**src/rtl/demo_bus_pkg.sv**
```systemverilog
// Shared helpers for the demo bus crossbar.
// Contents:
//   idx_width(n) - index width for n items, never less than 1 bit.
package demo_bus_pkg;

    // $clog2(1) is 0, so a single host or device still gets a 1-bit index.
    function automatic int idx_width(input int n);
        return (n > 1) ? $clog2(n) : 1;
    endfunction

endpackage

```
**src/rtl/demo_bus_addr_decode.sv**
```systemverilog
// Combinational base/mask address decoder for the demo bus.
// Ports:
//   addr_i    - byte address to decode
//   base_i[]  - per-device region base
//   mask_i[]  - per-device region mask
//   dev_idx_o - index of the matching device (lowest index wins)
//   hit_o     - 1 when at least one device matched
module demo_bus_addr_decode
    import demo_bus_pkg::*;
#(
    parameter int NrDevices    = 1,
    parameter int AddressWidth = 32,
    localparam int DevIdxW     = idx_width(NrDevices)
) (
    input  logic [AddressWidth-1:0] addr_i,
    input  logic [AddressWidth-1:0] base_i [NrDevices],
    input  logic [AddressWidth-1:0] mask_i [NrDevices],
    output logic [DevIdxW-1:0]      dev_idx_o,
    output logic                    hit_o
);

    // Scan from the top down so the lowest-index match is the last write.
    always_comb begin
        dev_idx_o = '0;
        hit_o     = 1'b0;
        for (int d = NrDevices - 1; d >= 0; d--) begin
            if ((addr_i & mask_i[d]) == base_i[d]) begin
                dev_idx_o = DevIdxW'(d);
                hit_o     = 1'b1;
            end
        end
    end

endmodule

```
**src/rtl/demo_bus.sv**
```systemverilog
// Single-cycle crossbar between bus hosts and memory-mapped devices.
// Fixed-priority host arbitration (host 0 highest), base/mask device decode,
// and routing of the one-cycle-later device response to the granted host.
// Ports:
//   clk_i, rst_ni                  - clock, async active-low reset
//   host_*_i / host_*_o [NrHosts]  - host request side and response side
//   device_*_o / device_*_i [NrDevices] - forwarded request, device response
//   cfg_device_addr_base/mask      - per-device address region
module demo_bus
    import demo_bus_pkg::*;
#(
    parameter int NrDevices    = 1,
    parameter int NrHosts      = 1,
    parameter int DataWidth    = 32,
    parameter int AddressWidth = 32
) (
    input  logic                      clk_i,
    input  logic                      rst_ni,

    input  logic                      host_req_i           [NrHosts],
    output logic                      host_gnt_o           [NrHosts],
    input  logic [AddressWidth-1:0]   host_addr_i          [NrHosts],
    input  logic                      host_we_i            [NrHosts],
    input  logic [DataWidth/8-1:0]    host_be_i            [NrHosts],
    input  logic [DataWidth-1:0]      host_wdata_i         [NrHosts],
    output logic                      host_rvalid_o        [NrHosts],
    output logic [DataWidth-1:0]      host_rdata_o         [NrHosts],
    output logic                      host_err_o           [NrHosts],

    output logic                      device_req_o         [NrDevices],
    output logic [AddressWidth-1:0]   device_addr_o        [NrDevices],
    output logic                      device_we_o          [NrDevices],
    output logic [DataWidth/8-1:0]    device_be_o          [NrDevices],
    output logic [DataWidth-1:0]      device_wdata_o       [NrDevices],
    input  logic                      device_rvalid_i      [NrDevices],
    input  logic [DataWidth-1:0]      device_rdata_i       [NrDevices],
    input  logic                      device_err_i         [NrDevices],

    input  logic [AddressWidth-1:0]   cfg_device_addr_base [NrDevices],
    input  logic [AddressWidth-1:0]   cfg_device_addr_mask [NrDevices]
);

    localparam int HostIdxW = idx_width(NrHosts);
    localparam int DevIdxW  = idx_width(NrDevices);

    logic [HostIdxW-1:0]     host_sel_d, host_sel_q;
    logic [DevIdxW-1:0]      dev_sel_d, dev_sel_q;
    logic                    miss_q;
    logic                    valid_q;
    logic                    any_req;
    logic                    hit;

    logic [AddressWidth-1:0] win_addr;
    logic                    win_we;
    logic [DataWidth/8-1:0]  win_be;
    logic [DataWidth-1:0]    win_wdata;

    // Fixed priority: downward scan leaves the lowest requesting index.
    always_comb begin
        host_sel_d = '0;
        any_req    = 1'b0;
        for (int h = NrHosts - 1; h >= 0; h--) begin
            if (host_req_i[h]) begin
                host_sel_d = HostIdxW'(h);
                any_req    = 1'b1;
            end
        end
    end

    always_comb begin
        win_addr  = '0;
        win_we    = 1'b0;
        win_be    = '0;
        win_wdata = '0;
        for (int h = 0; h < NrHosts; h++) begin
            if (HostIdxW'(h) == host_sel_d) begin
                win_addr  = host_addr_i[h];
                win_we    = host_we_i[h];
                win_be    = host_be_i[h];
                win_wdata = host_wdata_i[h];
            end
        end
    end

    demo_bus_addr_decode #(
        .NrDevices    (NrDevices),
        .AddressWidth (AddressWidth)
    ) u_addr_decode (
        .addr_i    (win_addr),
        .base_i    (cfg_device_addr_base),
        .mask_i    (cfg_device_addr_mask),
        .dev_idx_o (dev_sel_d),
        .hit_o     (hit)
    );

    always_comb begin
        for (int h = 0; h < NrHosts; h++) begin
            host_gnt_o[h] = host_req_i[h] && (HostIdxW'(h) == host_sel_d);
        end
    end

    // Unselected device ports are held at zero on every field.
    always_comb begin
        for (int d = 0; d < NrDevices; d++) begin
            device_req_o[d]   = 1'b0;
            device_addr_o[d]  = '0;
            device_we_o[d]    = 1'b0;
            device_be_o[d]    = '0;
            device_wdata_o[d] = '0;
            if (any_req && hit && (DevIdxW'(d) == dev_sel_d)) begin
                device_req_o[d]   = 1'b1;
                device_addr_o[d]  = win_addr;
                device_we_o[d]    = win_we;
                device_be_o[d]    = win_be;
                device_wdata_o[d] = win_wdata;
            end
        end
    end

    // Selection is only loaded on a grant cycle; valid_q tracks whether a
    // response is owed to a host in the following cycle.
    always_ff @(posedge clk_i or negedge rst_ni) begin
        if (!rst_ni) begin
            host_sel_q <= '0;
            dev_sel_q  <= '0;
            miss_q     <= 1'b0;
            valid_q    <= 1'b0;
        end else begin
            valid_q <= any_req;
            if (any_req) begin
                host_sel_q <= host_sel_d;
                dev_sel_q  <= dev_sel_d;
                miss_q     <= !hit;
            end
        end
    end

    // A decode miss is answered by the bus itself with an error response.
    always_comb begin
        for (int h = 0; h < NrHosts; h++) begin
            host_rvalid_o[h] = 1'b0;
            host_rdata_o[h]  = '0;
            host_err_o[h]    = 1'b0;
            if (valid_q && (HostIdxW'(h) == host_sel_q)) begin
                if (miss_q) begin
                    host_rvalid_o[h] = 1'b1;
                    host_err_o[h]    = 1'b1;
                end else begin
                    for (int d = 0; d < NrDevices; d++) begin
                        if (DevIdxW'(d) == dev_sel_q) begin
                            host_rvalid_o[h] = device_rvalid_i[d];
                            host_rdata_o[h]  = device_rdata_i[d];
                            host_err_o[h]    = device_err_i[d];
                        end
                    end
                end
            end
        end
    end

endmodule

```
**config.mk**
```make
export PLATFORM = sky130hd
export DESIGN_NAME = demo_bus
export DESIGN_NICKNAME = d
export VERILOG_FILES = /design/src/rtl/demo_bus_pkg.sv /design/src/rtl/demo_bus_addr_decode.sv /design/src/rtl/demo_bus.sv
export SDC_FILE = /design/constraint.sdc
export NUM_CORES = 1
export LEC_CHECK = 0
export CAP_MARGIN = 40
export CORE_AREA = 2 2 105 107
export CTS_CLUSTER_DIAMETER = 100
export CTS_CLUSTER_SIZE = 14
export DETAILED_ROUTE_END_ITERATION = 10
export DIE_AREA = 0 0 107 109
export HOLD_SLACK_MARGIN = 0.02
export PLACE_DENSITY = 0.7
export SKIP_CTS_REPAIR_TIMING = 1
export SLEW_MARGIN = 20
export SYNTH_ARGS = -nofsm -noshare
export SYNTH_HDL_FRONTEND = slang
export SYNTH_SLANG_ARGS = --single-unit
```
**constraint.sdc**
```tcl
create_clock -name clk_i -period 2.2 [get_ports clk_i]
set_input_delay 0.44 -clock clk_i [delete_from_list [all_inputs] [get_ports clk_i]]
set_output_delay 0.44 -clock clk_i [all_outputs]
set_load 0.01 [all_outputs]
```
Word-level counts from Yosys, hierarchy flattened
Cells that the tools add are included.
{ "totals": {"regBits": 2, "inputBits": 170} }
{ "classes": {"eq_ne": 1, "muxes": 13, "bitwise_logic": 1, "reduce_logical": 2} }
{ "op_table": {"columns": ["op", "n"], "rows": [
  ["32-bit two-way mux", 4],
  ["32-bit AND", 1],
  ["32-bit equality test", 1],
  ["1-bit two-way mux", 8],
  ["4-bit two-way mux", 1],
  ["1-bit logical AND", 1],
  ["1-bit logical NOT", 1]
]} }

Depth between registers and ports, before layout
Gate-level depths: netlist of run 1.
{ "logic_depth": {"word_depth": 5, "depth_mapped": 7} }

Modules after synthesis
A second synthesis of run 1 with hierarchy kept.
{ "hier_totals": {"cells_unflattened": 213, "hier_area_um2": 1505.2} }
{ "by_module_without_submodules": {"columns": ["module", "instances", "cells_each", "area_per_inst_um2", "seq_area_each_um2"], "rows": [
  ["demo_bus", 1, 126, 895.9, 75.1],
  ["demo_bus_addr_decode", 1, 87, 609.3, 0.0]
]} }

Worst setup path before layout of run 1
OpenSTA, ideal clock, no wires.
{ "synth_path": {"kind": "input port to output port", "from": "input host_addr_i[20] in the netlist's numbering", "to": "output device_addr_o[0] in the netlist's numbering", "arrival_time_ns": 1.932, "required_time_ns": 1.760, "setup_slack_ns": -0.172, "path_stages": 7, "cell_sequence": "a21o_1 > a211oi_2 > nand4_1 > or4_1 > buf_6 > buf_12 > nor3_2"} }
{ "synth_lines": {"columns": ["element", "line", "rtl"], "rows": [
  ["start: declaration", "demo_bus.sv:22", "input logic [AddressWidth-1:0] host_addr_i [NrHosts],"],
  ["end: declaration", "demo_bus.sv:31", "output logic [AddressWidth-1:0] device_addr_o [NrDevices],"]
]} }

==> impl_metrics.json, run 1 <==
{
  "status": "finished, violations left",
  "violations": "negative setup slack",
  "worstMarginPinSlew_ns": 0.268,
  "fin_crit_sh_pct": 142,
  "die_h_um": 109,
  "io-pin-count": 275,
  "critPathMaxFanout": 6,
  "vias": 3202,
  "ys_types": 31,
  "p_leak_nw": 3.54,
  "clock_path_buffers": 2,
  "core_um2": 10600,
  "clock_skew_ns": 0,
  "numCtsBuffers": 3,
  "numPortBuffers": 274,
  "cts_root_buf": "clkbuf_8",
  "postLayoutCoreUtil_pct": 53.7,
  "track_usage_pct": 16.0,
  "synth_cells": 281,
  "async_flop_share_pct": 100,
  "clock_sinks": 2,
  "yosysTopAreaCell": "nor3_2",
  "htree_levels": 1,
  "register_area_um2": 50.0,
  "antenna_found_initial": 2,
  "synth_seq_cells": 2,
  "min_period_ns": 3.11,
  "clock_latency_ns": 0.21,
  "synth_ff_type": "dfrtp_1",
  "drive_gt1_share_pct": 39.0,
  "cp.required_ns": 1.76,
  "grt_overflow": 0,
  "multiInputGateArea_um2": 1800,
  "syn_to_final_growth_pct": 185,
  "cp.arrival_ns": 2.67,
  "ys_seq_area_share_pct": 2.50,
  "max_freq_ghz": 0.321,
  "setup_ws_ns": -0.914,
  "slew_headroom_pct": 82.1,
  "syn-num-nets": 451,
  "n_fill_cell": 977,
  "end_kind": "output port",
  "avgViaCountPerCell": 4.36,
  "wl_mm": 11.5,
  "drt_iter0_drc": 82,
  "path_clk_slew_ns": 0.03,
  "synth_edf_count": 0,
  "yosysWarnings": 0,
  "synth.avg_cell_area_um2": 7.12,
  "wire_per_inst_um": 15.7,
  "irDropWorstVdd_mv": 0.0764,
  "globalplace.congestion": 0.772,
  "grt_setup_unrepaired": "yes",
  "p_per_area_nw_per_um2": 117,
  "first_global_vias": 3007,
  "drtAntennaViolNets": 0,
  "grt_pass1_wl_mm": 14.8,
  "drv_slew": 0,
  "hp-class": "in2async",
  "dp_hpwl_mm": 8.65,
  "firstDrtPassIters": 4,
  "cts_tree": "done",
  "synth_common_cells": "69 x inv_1, 69 x nor3_2, 32 x and2_1, 13 x a21oi_1",
  "finalHoldViolations": 0,
  "setup_tns_ns": -46.33,
  "synth_top_area_share_pct": 34.5,
  "maxCapViolCount": 0,
  "start_util_pct": 18.9,
  "crit_type": "in2out",
  "drcViolationCount": 0,
  "synth_area_leaders": "nor3_2 35%, inv_1 13%, and2_1 10%",
  "syn_area_um2": 2000,
  "die-area_um2": 11700,
  "setup_viol": 70,
  "dieWidth_um": 107,
  "rows": 38,
  "fin_total_pwr_w": 0.000665,
  "grt_max_degree": 34,
  "cp-start-kind": "input pin",
  "nNetsFinal": 765
}
[power by group]
| group | switching, W | internal, W |
|---|---|---|
| Clock | 0.0000261 | 0.000115 |
| Sequential | 0.000000580 | 0.0000381 |
| Combinational | 0.000176 | 0.000309 |
[kinds of logic (layout without fill, tap and decap cells)]
| kind of cell | after synthesis | in the layout | share of synthesized area [%] |
|---|---|---|---|
| AO/OA/AOI/OAI | 44 | 44 | 16.0 |
| AND/OR/NAND/NOR | 143 | 143 | 57.3 |
| buffers and inverters | 89 | 401 | 23.0 |
| XOR/XNOR | 3 | 3 | 1.31 |
| other | 0 | 2 | 0 |
| flip-flops | 2 | 2 | 2.50 |
[path summary, 6_finish.rpt]
path	startpoint	end	slack, ns	cells after the start
min reg2reg	miss_q	miss_q	0.56	1
min	rst_ni	valid_q	0.40	1
min in group clk_i	host_req_i	valid_q	0.56	2
max	host_addr_i[16]	device_addr_o[28]	-0.91	12
max reg2reg	miss_q	miss_q	1.46	1
max in group asynchronous	rst_ni	miss_q	1.68	1
[cell usage in the layout (no fill, tap or decap), types with 7 or more instances in the layout]
cell type / instances
a21oi_1: 12
and2_1: 32
and3_1: 8
buf_12: 7
buf_2: 69
buf_4: 11
buf_6: 28
clkdlybuf4s50_1: 107
dlymetal6s2s_1: 90
inv_1: 69
nor3_2: 32
nor3_4: 37
[area by class of cell]
type                       instances  share of cell area, %
antenna                            2                 0.0879
clock buffer                       3                  0.725
inverter                          69                   4.55
multi-input combinational        190                   31.6
sequential                         2                  0.879
tap                              140                   3.08
timing repair buffer             329                   59.1
[metal layers]
| metal | GRT usage (%) | vias to the layer above | wire length (um) |
|---|---|---|---|
| li1 | - | 1552 | - |
| met2 | 33.4 | 174 | 6380 |
| met4 | 4.45 | 0 | 208 |
| met1 | 14.6 | 1464 | 3820 |
| met3 | 5.14 | 12 | 1120 |
| met5 | 0 | - | 0 |
[sequential cells by signal, summed over array words and instances, names as in the netlist]
name     count
miss_q       1
valid_q      1
[stage by stage]
stage          instances  hold slack (ns)  setup WS, ns  area, um^2
2_1_floorplan        281            0.144        -0.170        2110
3_3_place_gp         688            0.535         -1.29        4980
3_5_place_dp         688            0.547         -1.35        4980
4_1_cts              691            0.395         -1.35        5020
5_1_grt              735            0.398         -1.04        5690
6_report             735            0.399        -0.914        5690
[worst max-delay path: stages]
cell and delay (ns):
buf_6 0.10, and3b_2 0.21, a211oi_2 0.24, nand4_1 0.12, or4_4 0.62, clkbuf_16 0.19, buf_12 0.13, buf_6 0.11
buf_6 0.10, buf_6 0.10, nor3_4 0.16, buf_2 0.15
Power figures use the tool's default switching activity.
==> run 2: changes to the inputs <==
--- a/config.mk
+++ b/config.mk
@@ -6,13 +6,13 @@
 export NUM_CORES = 1
 export LEC_CHECK = 0
 export CAP_MARGIN = 40
-export CORE_AREA = 2 2 105 107
+export CORE_AREA = 2 2 106 108
 export CTS_CLUSTER_DIAMETER = 100
 export CTS_CLUSTER_SIZE = 14
 export DETAILED_ROUTE_END_ITERATION = 10
-export DIE_AREA = 0 0 107 109
+export DIE_AREA = 0 0 108 110
 export HOLD_SLACK_MARGIN = 0.02
-export PLACE_DENSITY = 0.7
+export PLACE_DENSITY = 0.66
 export SKIP_CTS_REPAIR_TIMING = 1
 export SLEW_MARGIN = 20
 export SYNTH_ARGS = -nofsm -noshare
==> constraint.sdc (replaced) <==
create_clock -name clk_i -period 4 [get_ports clk_i]
set_input_delay 0.8 -clock clk_i [delete_from_list [all_inputs] [get_ports clk_i]]
set_output_delay 0.8 -clock clk_i [all_outputs]
set_load 0.01 [all_outputs]
==> run 2 against run 1 <==
The flow now finishes without violations. Via count shrank 5.9%. Clock-buffer cell count did not move. Clock power shrank 45%. Clock skew stayed put. Core utilization down 7.3 points. Final cell count down 4.8%. Critical path type unchanged. Highest routed layer unchanged.
==> impl_metrics.json, run 2 (synthesis gave the netlist of run 1 again) <==
{
  "layout_commonest_cell": "clkdlybuf4s50_1",
  "avgViaCountPerCell": 4.31,
  "critPathMaxFanout": 28,
  "worstHoldStart": "miss_q",
  "clock_sinks": 2,
  "r2r-start": "miss_q",
  "status": "finished clean",
  "core_um2": 10700,
  "nNetsFinal": 732,
  "p_leak_nw": 2.84,
  "rrSetupSlack_ns": 3.27,
  "ff2ff_path_depth": 1,
  "cp-start-kind": "input pin",
  "slowest_stage": "or4_4",
  "cp.arrival_ns": 3.18,
  "drtAntennaViolNets": 0,
  "finalHoldViolations": 0,
  "die-area_um2": 11900,
  "first_global_vias": 2962,
  "grt_max_degree": 44,
  "dieWidth_um": 108,
  "numCtsBuffers": 3,
  "irDropWorstVdd_mv": 0.0438,
  "top_regs": "miss_q: 1 flops, valid_q: 1 flops",
  "vias": 3014,
  "drcViolationCount": 0,
  "critical-path-top-delay-family": "buffers and inverters",
  "syn_to_final_growth_pct": 148,
  "mostFrequentLayoutCells": "201 x clkdlybuf4s50_1, 69 x inv_1, 69 x nor3_2",
  "rows": 38,
  "worstMarginPinSlew_ns": 0.286,
  "fin_total_pwr_w": 0.000363,
  "whs_endpoint": "miss_q",
  "slew_headroom_pct": 80.9,
  "numPortBuffers": 274,
  "min_period_ns": 3.98,
  "clock_path_buffers": 2,
  "p_per_area_nw_per_um2": 73.2,
  "cts_tree": "done",
  "max_freq_ghz": 0.251,
  "drt_iter0_drc": 89,
  "dp_hpwl_mm": 8.60,
  "start_util_pct": 18.7,
  "io-pin-count": 275,
  "antenna_found_initial": 0,
  "setup_viol": 0,
  "fin_crit_sh_pct": 99.6,
  "cp.required_ns": 3.20,
  "clock_skew_ns": 0,
  "maxCapViolCount": 0,
  "grt_pass1_wl_mm": 14.0,
  "slowest_delay_ns": 0.57,
  "htree_levels": 1,
  "cts_root_buf": "clkbuf_8",
  "clock_latency_ns": 0.21,
  "drive_gt1_share_pct": 24.1,
  "firstDrtPassIters": 4,
  "r2r-end": "miss_q",
  "grt_setup_unrepaired": "yes",
  "whs_path_depth": 1,
  "path_cells": "clkdlybuf4s50_1 -> nand3_1 -> a211oi_2 -> nand4_1 -> or4_4 -> buf_6 -> buf_4 -> buf_12 -> nor3_2 -> buf_2",
  "drv_slew": 0,
  "setup_ws_ns": 0.0158,
  "grt_overflow": 0,
  "dp_slack_ns": -0.367,
  "hp-class": "reg2reg",
  "crit_type": "in2out",
  "wl_mm": 9.92,
  "globalplace.congestion": 0.843,
  "wire_per_inst_um": 14.2,
  "track_usage_pct": 14.7,
  "antenna_cells": 0,
  "end_kind": "output port",
  "path_clk_slew_ns": 0.03,
  "die_h_um": 110,
  "crit_buf_inv": 5
}
[run 2: cell types whose count changed in the layout (fill, tap and decap cells not counted), moves of 6 or more]
cell and delta:
buf_2 -42, clkdlybuf4s50_1 +94, nor3_2 +37, dlymetal6s2s_1 -45
nand2_2 -6, buf_6 -27, nand2_1 +6, buf_4 +6
nor3_4 -37
[run 2: power by group]
group          switching (W)  leakage (nW)  internal [W]   total, W
combinational      0.0000797          2.79      0.000184   0.000264
sequential       0.000000351        0.0204     0.0000209  0.0000213
clock              0.0000150        0.0216     0.0000636  0.0000786
[run 2: per-stage QoR]
step / util (%) / hold WS, ns / area (um^2) / setup TNS [ns] / cells
global placement: 46.0 / 0.554 / 4920 / -23.64 / 695
CTS: 46.4 / 0.564 / 4970 / -23.46 / 698
floorplan: - / 0.504 / 2000 / 0 / 281
global route: 46.4 / 0.595 / 4970 / -2.12 / 700
detailed placement: 46.0 / 0.557 / 4920 / -23.30 / 695
finish: 46.4 / 0.557 / 4970 / 0 / 700
[run 2: area by class of cell]
| type | count | area [um^2] |
|---|---|---|
| repair buffers | 296 | 2930 |
| flip-flops and latches | 2 | 50.0 |
| fillers | 1059 | 5730 |
| multi-input cells | 190 | 1510 |
| clock buffers | 3 | 41.3 |
| well taps | 140 | 175 |
| inverters | 69 | 259 |
[run 2: how the worst max path moves through the flow]
| stage | startpoint | end | cells after the start |
|---|---|---|---|
| finish | host_addr_i[30] | device_wdata_o[16] | 10 |
| global route | host_addr_i[22] | device_wdata_o[30] | 11 |
| CTS | host_addr_i[13] | device_wdata_o[16] | 8 |
| detailed placement | host_addr_i[13] | device_addr_o[4] | 8 |
| global placement | host_addr_i[22] | device_wdata_o[11] | 9 |
| floorplan | host_addr_i[20] | device_addr_o[0] | 7 |
[run 2: metal layers]
layer / GRT usage, % / up-vias / share of wire (%)
li1: - / 1486 / -
met1: 13.7 / 1332 / 33
met2: 29.8 / 180 / 52
met3: 5.41 / 16 / 13
met4: 3.94 / 0 / 2.5
met5: 0 / - / 0
